`src/rtl/nn_pkg.sv`:
```
// Shared neuron package: fixed-point widths and the backprop FSM state encoding.
package nn_pkg;
  localparam int FRAC_W = 7;
  localparam int X_W    = 10;
  localparam int W_W    = 8;
  localparam int T_W    = 4;
  localparam int PRED_W = 21;
  localparam int ERR_W  = 22;
  localparam int PROD_W = ERR_W + X_W + 1;
  localparam int SUM_W  = PROD_W + 1;

  typedef enum logic [2:0] {IDLE, ERR, MUL0, MUL1, UPD} bp_state_t;

  typedef struct packed {
    logic [T_W-1:0]    target;
    logic [PRED_W-1:0] pred;
    logic [X_W-1:0]    x0;
    logic [X_W-1:0]    x1;
  } bp_req_t;
endpackage

```
`src/rtl/output_neuron_backprop_if.sv`:
```
// Control/data bundle between the backprop block, the forward neuron and the weight store.
interface output_neuron_backprop_if;
  logic                              en_i, start_i, wload_i;
  logic [nn_pkg::W_W-1:0]            w0_i, w1_i;
  logic [nn_pkg::T_W-1:0]            target_i;
  logic [nn_pkg::PRED_W-1:0]         predicted_i;
  logic [nn_pkg::X_W-1:0]            x0_i, x1_i;
  logic [nn_pkg::W_W-1:0]            w0_o, w1_o;
  logic signed [nn_pkg::ERR_W-1:0]   err_o;
  logic                              busy_o, done_o;

  modport slave (input en_i, start_i, wload_i, w0_i, w1_i, target_i, predicted_i, x0_i, x1_i,
                 output w0_o, w1_o, err_o, busy_o, done_o);
  modport master (output en_i, start_i, wload_i, w0_i, w1_i, target_i, predicted_i, x0_i, x1_i,
                  input w0_o, w1_o, err_o, busy_o, done_o);
endinterface

```
`src/rtl/weight_clamp.sv`:
```
// Maps a wide signed update sum onto an 8-bit weight.
// WEIGHT_SAT_EN defined: saturate to [0,255]; undefined: wrap modulo 256.
module weight_clamp
  import nn_pkg::*;
(
  input  logic signed [SUM_W-1:0] sum_i,
  output logic [W_W-1:0]          w_o
);
`ifdef WEIGHT_SAT_EN
  localparam logic signed [SUM_W-1:0] WMAX = SUM_W'((1 << W_W) - 1);
  always_comb begin
    w_o = sum_i[W_W-1:0];
    if (sum_i < 0)         w_o = '0;
    else if (sum_i > WMAX) w_o = '1;
  end
`else
  logic unused_hi;
  assign unused_hi = ^sum_i[SUM_W-1:W_W];
  assign w_o = sum_i[W_W-1:0];
`endif
endmodule

```
`src/rtl/output_neuron_backprop.sv`:
```
// Backward pass for the output neuron: error, two gradients on one multiplier, weight update.
// Update arithmetic saturates when WEIGHT_SAT_EN is defined, otherwise wraps.
module output_neuron_backprop
  import nn_pkg::*;
#(
  parameter int FRAC_W   = nn_pkg::FRAC_W,
  parameter int LR_SHIFT = 2,
  parameter logic [W_W-1:0] W0_INIT = 8'd64,
  parameter logic [W_W-1:0] W1_INIT = 8'd64
) (
  input logic clk_i,
  input logic rst_i,
  output_neuron_backprop_if.slave bus
);
  bp_state_t state_q, state_d;
  bp_req_t   req_q;
  logic signed [ERR_W-1:0]  err_q, err_d;
  logic signed [PROD_W-1:0] d0_q, d1_q, prod, d_cur;
  logic signed [SUM_W-1:0]  sum0, sum1;
  logic [W_W-1:0] w0_q, w1_q, w0_new, w1_new;
  logic [X_W-1:0] x_sel;
  logic done_q;

  always_comb begin
    state_d = state_q;
    if (bus.en_i) begin
      unique case (state_q)
        IDLE:    if (!bus.wload_i && bus.start_i) state_d = ERR;
        ERR:     state_d = MUL0;
        MUL0:    state_d = MUL1;
        MUL1:    state_d = UPD;
        UPD:     state_d = IDLE;
        default: state_d = IDLE;
      endcase
    end
  end

  assign err_d = $signed({{(ERR_W-T_W-FRAC_W){1'b0}}, req_q.target, {FRAC_W{1'b0}}})
               - $signed({1'b0, req_q.pred});

  // single shared multiplier; operand chosen by which gradient is being formed
  assign x_sel = (state_q == MUL1) ? req_q.x1 : req_q.x0;
  assign prod  = $signed({{(PROD_W-ERR_W){err_q[ERR_W-1]}}, err_q})
               * $signed({{(PROD_W-X_W){1'b0}}, x_sel});
  assign d_cur = prod >>> (FRAC_W + LR_SHIFT);

  assign sum0 = $signed({{(SUM_W-W_W){1'b0}}, w0_q}) + $signed({d0_q[PROD_W-1], d0_q});
  assign sum1 = $signed({{(SUM_W-W_W){1'b0}}, w1_q}) + $signed({d1_q[PROD_W-1], d1_q});

  weight_clamp u_clamp0 (.sum_i(sum0), .w_o(w0_new));
  weight_clamp u_clamp1 (.sum_i(sum1), .w_o(w1_new));

  always_ff @(posedge clk_i or negedge rst_i) begin
    if (!rst_i) begin
      state_q <= IDLE;
      req_q   <= '0;
      err_q   <= '0;
      d0_q    <= '0;
      d1_q    <= '0;
      w0_q    <= W0_INIT;
      w1_q    <= W1_INIT;
      done_q  <= 1'b0;
    end else begin
      state_q <= state_d;
      done_q  <= bus.en_i && (state_q == UPD);
      if (bus.en_i) begin
        unique case (state_q)
          IDLE: begin
            if (bus.wload_i) begin
              w0_q <= bus.w0_i;
              w1_q <= bus.w1_i;
            end else if (bus.start_i) begin
              req_q <= '{target: bus.target_i, pred: bus.predicted_i, x0: bus.x0_i, x1: bus.x1_i};
            end
          end
          ERR:  err_q <= err_d;
          MUL0: d0_q  <= d_cur;
          MUL1: d1_q  <= d_cur;
          UPD: begin
            w0_q <= w0_new;
            w1_q <= w1_new;
          end
          default: ;
        endcase
      end
    end
  end

  assign bus.w0_o   = w0_q;
  assign bus.w1_o   = w1_q;
  assign bus.err_o  = err_q;
  assign bus.busy_o = (state_q != IDLE);
  assign bus.done_o = done_q;
endmodule

```
`src/flat_wrapper.sv`:
```
// flat-port wrapper written by rule: the top's interface ports become plain ports
module output_neuron_backprop_flat import nn_pkg::*;
#(
  parameter int FRAC_W   = nn_pkg::FRAC_W,
  parameter int LR_SHIFT = 2,
  parameter logic [W_W-1:0] W0_INIT = 8'd64,
  parameter logic [W_W-1:0] W1_INIT = 8'd64
)
  (clk_i, rst_i, bus_en_i, bus_start_i, bus_wload_i, bus_w0_i, bus_w1_i, bus_target_i, bus_predicted_i, bus_x0_i, bus_x1_i, bus_w0_o, bus_w1_o, bus_err_o, bus_busy_o, bus_done_o);
  output_neuron_backprop_if bus_i ();
  input logic clk_i;
  input logic rst_i;
  input wire logic [$bits(bus_i.en_i)-1:0] bus_en_i;
  input wire logic [$bits(bus_i.start_i)-1:0] bus_start_i;
  input wire logic [$bits(bus_i.wload_i)-1:0] bus_wload_i;
  input wire logic [$bits(bus_i.w0_i)-1:0] bus_w0_i;
  input wire logic [$bits(bus_i.w1_i)-1:0] bus_w1_i;
  input wire logic [$bits(bus_i.target_i)-1:0] bus_target_i;
  input wire logic [$bits(bus_i.predicted_i)-1:0] bus_predicted_i;
  input wire logic [$bits(bus_i.x0_i)-1:0] bus_x0_i;
  input wire logic [$bits(bus_i.x1_i)-1:0] bus_x1_i;
  output wire logic [$bits(bus_i.w0_o)-1:0] bus_w0_o;
  output wire logic [$bits(bus_i.w1_o)-1:0] bus_w1_o;
  output wire logic [$bits(bus_i.err_o)-1:0] bus_err_o;
  output wire logic [$bits(bus_i.busy_o)-1:0] bus_busy_o;
  output wire logic [$bits(bus_i.done_o)-1:0] bus_done_o;
  assign bus_i.en_i = bus_en_i;
  assign bus_i.start_i = bus_start_i;
  assign bus_i.wload_i = bus_wload_i;
  assign bus_i.w0_i = bus_w0_i;
  assign bus_i.w1_i = bus_w1_i;
  assign bus_i.target_i = bus_target_i;
  assign bus_i.predicted_i = bus_predicted_i;
  assign bus_i.x0_i = bus_x0_i;
  assign bus_i.x1_i = bus_x1_i;
  assign bus_w0_o = bus_i.w0_o;
  assign bus_w1_o = bus_i.w1_o;
  assign bus_err_o = bus_i.err_o;
  assign bus_busy_o = bus_i.busy_o;
  assign bus_done_o = bus_i.done_o;
  output_neuron_backprop #(.FRAC_W(FRAC_W), .LR_SHIFT(LR_SHIFT), .W0_INIT(W0_INIT), .W1_INIT(W1_INIT)) u_core (.clk_i(clk_i), .rst_i(rst_i), .bus(bus_i));
endmodule
```
`config.mk`:
```
export PLATFORM = sky130hd
export DESIGN_NAME = output_neuron_backprop_flat
export DESIGN_NICKNAME = d
export VERILOG_FILES = /design/src/rtl/nn_pkg.sv /design/src/rtl/output_neuron_backprop_if.sv /design/src/rtl/weight_clamp.sv /design/src/rtl/output_neuron_backprop.sv /design/src/flat_wrapper.sv
export SDC_FILE = /design/constraint.sdc
export NUM_CORES = 1
export LEC_CHECK = 0
export CAP_MARGIN = 20
export CORE_ASPECT_RATIO = 0.8
export CORE_MARGIN = 2
export CORE_UTILIZATION = 60
export DETAILED_ROUTE_END_ITERATION = 10
export PLACE_DENSITY = 0.8
export SLEW_MARGIN = 20
export SYNTH_ARGS = -nofsm -noshare
export SYNTH_HDL_FRONTEND = slang
export SYNTH_HIERARCHICAL = 1
export SYNTH_SLANG_ARGS = --single-unit
```
`constraint.sdc`:
```
create_clock -name clk_i -period 15.14 [get_ports clk_i]
set_input_delay 3.028 -clock clk_i [delete_from_list [all_inputs] [get_ports clk_i]]
set_output_delay 3.028 -clock clk_i [all_outputs]
set_load 0.005 [all_outputs]
```
==> metrics.yaml, run 1 <==
sta:
  max_freq_ghz: 0.158
  setup_violations: 0
  relSlewSlack_pct: 31.1
  slew_violations: 0
  period_needed_ps: 6310
  finalHoldViolations: 0
  worst_pin_slew_ps: 1020
  tns_ps: 0
  min_period_over_period_pct: 41.7
  rsz0062_at_grt: "no"
  skew_ps: 13.5
placed_design:
  place_hpwl_um: 14800
  routabilityCongestion: 0.852
  portBuffers: 105
clock_network:
  clock-sinks: 103
  worstSkewPairLatency_ps: 360
  cts_setup_buffers: 0
  clockBufferDepth: 2
  clk_pin_slew_ps: 70
  cts-resized-gates: 0
  cts_tree: "built"
  cts-htree-levels: 3
  hold_buffers: 0
  numCtsBuffers: 9
  clockRootBuffer: "clkbuf_16"
floorplanning:
  die_h_um: 113
  die_w_um: 141
  die_area_um2: 15900
  core_area_um2: 14400
  io_pins: 106
  initial_core_util_pct: 62.0
  rows: 39
global_routing:
  grt_pass1_vias: 6523
  grtUsageTotal_pct: 25.9
  antenna_found_initial: 0
  grt_max_degree: 55
  grt_overflow: 0
  grt_pass1_wl_um: 32500
drt:
  detail_route.wl_per_cell_um: 16.2
  routed_wl_um: 19000
  drt_iter0_markers: 417
  viasPerCell: 5.52
  postRouteAntennaNets: 0
  vias: 6471
  firstDrtPassIters: 7
  route.detailed.drc: 0
synth:
  syn_nets: 1166
  ys_warn_count: 6
  netlist_instances: 953
  syn_area_per_cell_um2: 9.40
  syn_area_um2: 8960
cells_and_area:
  drive_gt1_share_pct: 7.39
  syn2layout_area_growth_pct: 13.4
  nets: 1196
  diodes: 0
run:
  drv_cap: 0
hold_path:
  min_from: "u_core/d0_q[3]"
  min_to: "u_core/d0_q[3]"
  holdPathStages: 2
  hold_class: "reg2reg"
critical_path:
  regToRegEndpoint: "u_core/d1_q[6]"
  crit_path_end_kind: "flip-flop"
  cp.required_ps: 15400
  reg2reg_from: "u_core/state_q[1]"
  critical_path_class: "reg2reg"
  cp_max_fo: 9
  crit_arrival_ps: 6570
  reg2reg_depth: 19
  r2r_slack_ps: 8830
  worst_setup_path_start_kind: "flip-flop"
run_status:
  status: "finished, final reports clean"
## worst max path at each step
stage,from,end,slack [ps]
6_report,u_core/state_q[1],u_core/d1_q[6],8830
3_3_place_gp,u_core/state_q[1],u_core/d1_q[6],9120
3_5_place_dp,u_core/state_q[1],u_core/d1_q[6],8940
4_1_cts,u_core/state_q[1],u_core/d1_q[6],8890
2_1_floorplan,u_core/state_q[2],u_core/d1_q[6],9610
5_1_grt,u_core/state_q[1],u_core/d1_q[6],8430
## per-stage QoR
step / util, % / instances / area [um^2] / hold WS (ps) / setup WS [ps]
finish: 70.3 / 1172 / 10200 / 501 / 8830
global route: 70.3 / 1172 / 10200 / 511 / 8430
CTS: 70.3 / 1172 / 10200 / 502 / 8890
detailed placement: 68.3 / 1156 / 9860 / 485 / 8940
global placement: 68.3 / 1156 / 9860 / 480 / 9120
floorplan: - / 953 / 8960 / 454 / 9610
## layer usage
metal / global-route usage (%) / share of wire, %
met5: 0 / 0
met4: 7.80 / 1.9
met3: 5.54 / 6.8
met2: 41.4 / 46
met1: 36.2 / 45
## worst max-delay path, cell delays in order, from the launching register on
cell	delay, ps
dfrtp_1	500
and3b_1	470
mux2i_1	810
nor2b_1	120
ha_1	320
inv_1	50
fa_1	540
inv_1	60
fa_1	500
fa_1	540
inv_1	60
fa_1	530
inv_1	40
ha_1	320
nand2_1	80
or3b_1	360
o31ai_1	360
a31oi_1	160
xor2_1	170
o21ai_0	220
## cell type report
| class | count | area (um^2) |
|---|---|---|
| multi-input combinational | 632 | 5500 |
| fill | 1133 | 4280 |
| sequential | 103 | 2580 |
| timing repair buffer | 109 | 1080 |
| inverter | 128 | 480 |
| tap | 184 | 230 |
| clock buffer | 10 | 229 |
| clock inverter | 6 | 63.8 |
## placed cells by master (no fill, tap or decap), types with 10 or more instances in the layout
master / n
nand2_1: 149
inv_1: 128
clkdlybuf4s50_1: 104
dfrtp_1: 101
fa_1: 87
ha_1: 60
o21ai_0: 59
mux2_2: 39
and2_1: 37
nor2b_1: 35
a21oi_1: 20
mux2i_1: 19
xnor2_1: 17
o31ai_1: 11
nor2_1: 10
## registers in the layout, indices dropped and copies added, names as in the netlist
signal / cells
u_core/bus.err_o: 22
u_core/state_q: 3
u_core/bus.done_o: 1
u_core/d1_q: 8
u_core/bus.w0_o: 8
u_core/d0_q: 8
u_core/req_q: 45
u_core/bus.w1_o: 8
Power of run 1 is not shown: default switching activity piles up to over one toggle a cycle in this logic, so the estimate is an artifact.
==> inputs of run 2 (changes only) <==
--- a/config.mk
+++ b/config.mk
@@ -8,9 +8,9 @@
 export CAP_MARGIN = 20
 export CORE_ASPECT_RATIO = 0.8
 export CORE_MARGIN = 2
-export CORE_UTILIZATION = 60
+export CORE_UTILIZATION = 56
 export DETAILED_ROUTE_END_ITERATION = 10
-export PLACE_DENSITY = 0.8
+export PLACE_DENSITY = 0.78
 export SLEW_MARGIN = 20
 export SYNTH_ARGS = -nofsm -noshare
 export SYNTH_HDL_FRONTEND = slang
==> constraint.sdc (replaced) <==
create_clock -name clk_i -period 5.25 [get_ports clk_i]
set_input_delay 1.05 -clock clk_i [delete_from_list [all_inputs] [get_ports clk_i]]
set_output_delay 1.05 -clock clk_i [all_outputs]
set_load 0.005 [all_outputs]
==> metrics.yaml, run 2 (synthesis gave the netlist of run 1 again) <==
drt:
  route.detailed.drc: 0  # unchanged
  firstDrtPassIters: 5  # was 7
  detail_route.wl_per_cell_um: 16.9  # was 16.2 um
  viasPerCell: 5.38  # was 5.52
  vias: 6917  # was 6,471
  routed_wl_um: 21700  # was 19,000 um
  postRouteAntennaNets: 0  # unchanged
  drt_iter0_markers: 444  # was 417
hold_path:
  min_to: "u_core/d0_q[6]"  # was u_core/d0_q[3]
  holdPathStages: 2  # unchanged
  min_from: "u_core/d0_q[6]"  # was u_core/d0_q[3]
  hold_class: "reg2reg"  # unchanged
critical_path:
  crit_arrival_ps: 5640  # was 6570 ps
  critPathMaxStageDelay_ps: 550  # was 810 ps
  critPathBufInv: 5  # was 4
  worst_setup_path_start_kind: "flip-flop"  # unchanged
  reg2reg_depth: 21  # was 19
  cpMostUsedCell: "fa_1"
  regToRegEndpoint: "u_core/d1_q[5]"  # was u_core/d1_q[6]
  crit_path_end_kind: "flip-flop"  # unchanged
  cp_max_fo: 7  # was 9
  crit_path_top_delay_cell: "fa_1"  # was mux2i_1
  critical_path_class: "reg2reg"  # unchanged
  reg2reg_from: "u_core/state_q[2]"  # was u_core/state_q[1]
  worstPathCellList: "buf_6, nand3b_4, nand2_4, nand2_4, buf_6, buf_4, and2_4, fa_1, fa_1, fa_1, fa_1, inv_2, fa_1, inv_2, ha_4, and3_4, a221oi_4, o31ai_4, a21oi_2, xor2_2, o21ai_1"  # was and3b_1, mux2i_1, nor2b_1, ha_1, inv_1, fa_1, inv_1, fa_1, fa_1, inv_1, fa_1, inv_1, ha_1, nand2_1, or3b_1, o31ai_1, a31oi_1, xor2_1, o21ai_0
  cp.required_ps: 5470  # was 15,400 ps
  r2r_slack_ps: -170  # was 8830 ps
  cp_top_family: "adder cells"  # unchanged
global_routing:
  grtUsageTotal_pct: 25.8  # was 25.9%
  grt_overflow: 0  # unchanged
  grt_pass1_wl_um: 34900  # was 32,500 um
  grt_max_degree: 55  # unchanged
  antenna_found_initial: 0  # unchanged
  grt_pass1_vias: 7027  # was 6,523
sta:
  layout_setup_ws_ps: -169  # was 8830 ps
  rsz0062_at_grt: "yes"  # was no
  max_freq_ghz: 0.185  # was 0.158 GHz
  slew_violations: 0  # unchanged
  skew_ps: 14.7  # was 13.5 ps
  period_needed_ps: 5420  # was 6310 ps
  min_period_over_period_pct: 103  # was 41.7%
  tns_ps: -1490  # was 0 ps
  setup_violations: 12  # was 0
  finalHoldViolations: 0  # unchanged
  worst_pin_slew_ps: 1060  # was 1020 ps
  relSlewSlack_pct: 29.3  # was 31.1%
clock_network:
  worstSkewPairLatency_ps: 360  # about the same
  cts-htree-levels: 3  # unchanged
  hold_buffers: 0  # unchanged
  clock-sinks: 103  # unchanged
  cts_tree: "built"  # unchanged
  clockBufferDepth: 2  # unchanged
  clockRootBuffer: "clkbuf_16"  # unchanged
  clk_pin_slew_ps: 80  # was 70 ps
  numCtsBuffers: 9  # unchanged
cells_and_area:
  syn2layout_area_growth_pct: 28.2  # was 13.4%
  diodes: 0  # unchanged
  drive_gt1_share_pct: 23.4  # was 7.39%
  nets: 1279  # was 1,196
  final_area_um2: 11500  # was 10,200 um^2
  top_register: "u_core/req_q"  # unchanged
  final_cell_mix: "121 x nand2_1, 113 x inv_1, 104 x clkdlybuf4s50_1"  # was 149 x nand2_1, 128 x inv_1, 104 x clkdlybuf4s50_1
  final_common_cell: "nand2_1"  # unchanged
  utilization_pct: 73.1  # was 70.3%
  largest_reg_flops: 45  # unchanged
placed_design:
  routabilityCongestion: 0.872  # was 0.852
  place_area_um2: 10400  # was 9860 um^2
  portBuffers: 105  # unchanged
  place_hpwl_um: 15500  # was 14,800 um
floorplanning:
  rows: 41  # was 39
  die_area_um2: 17000  # was 15,900 um^2
  core_area_um2: 15700  # was 14,400 um^2
  io_pins: 106  # unchanged
  die_w_um: 145  # was 141 um
  initial_core_util_pct: 57.1  # was 62.0%
  die_h_um: 117  # was 113 um
run_status:
  status: "finished, violations left"  # was finished, final reports clean
  failed_checks: "negative setup slack"
run:
  drv_cap: 0  # unchanged
-- run 2: changes by cell type in the layout (fill, tap and decap cells not counted), moves of 15 or more --
cell     delta
nand2_2    +15
buf_4      +62
inv_2      +15
inv_1      -15
nand2_1    -28
o21ai_0    -15
buf_6      +17
-- run 2: area by class of cell --
type | count | area, um^2
clock buffer | 9 | 225
clock inverter | 7 | 73.8
fill | 1113 | 4220
inverter | 128 | 480
multi-input combinational | 633 | 6060
sequential | 103 | 2580
tap | 215 | 269
timing repair buffer | 191 | 1800
-- run 2: metal layers --
layer / track usage [%] / part of all wire, % / wire length, um
met1: 35.5 / 44 / 9510
met2: 42.6 / 48 / 10500
met3: 5.39 / 6.0 / 1300
met4: 6.34 / 1.8 / 395
met5: 0 / 0 / 0
-- run 2: metrics by stage --
| stage | cells | hold slack (ps) | setup WS, ps |
|---|---|---|---|
| 3_3_place_gp | 1243 | 467 | -286 |
| 4_1_cts | 1275 | 506 | -113 |
| 5_1_grt | 1286 | 520 | -390 |
| 3_5_place_dp | 1243 | 479 | -346 |
| 6_report | 1286 | 499 | -169 |
| 2_1_floorplan | 953 | 454 | -21.8 |
-- run 2: worst register-to-register path: stages (launching register included) --
cell and delay, ps:
dfrtp_1 400, buf_6 120, nand3b_4 230, nand2_4 140
nand2_4 80, buf_6 130, buf_4 130, and2_4 150
fa_1 450, fa_1 530, fa_1 440, fa_1 500
inv_2 40, fa_1 550, inv_2 60, ha_4 250
and3_4 180, a221oi_4 260, o31ai_4 130, a21oi_2 220
xor2_2 210, o21ai_1 90
-- run 2: worst max path at each step --
stage,depth (start not counted),slack [ps],startpoint,to
5_1_grt,22,-390,u_core/state_q[2],u_core/d1_q[6]
4_1_cts,22,-110,u_core/state_q[2],u_core/d1_q[5]
3_3_place_gp,20,-290,u_core/state_q[2],u_core/d1_q[0]
6_report,21,-170,u_core/state_q[2],u_core/d1_q[5]
2_1_floorplan,23,-20,u_core/state_q[1],u_core/d0_q[6]
3_5_place_dp,20,-350,u_core/state_q[2],u_core/d1_q[0]
-- run 2: repair_timing --
item | CTS | global route
setup endpoints to repair | 16 | 16
pin swaps | 58 | 50
buffers inserted | 16 | 11
cloned | 1 | 0
resized for setup | 76 | 47
Power of run 2 is left out for the same reason.
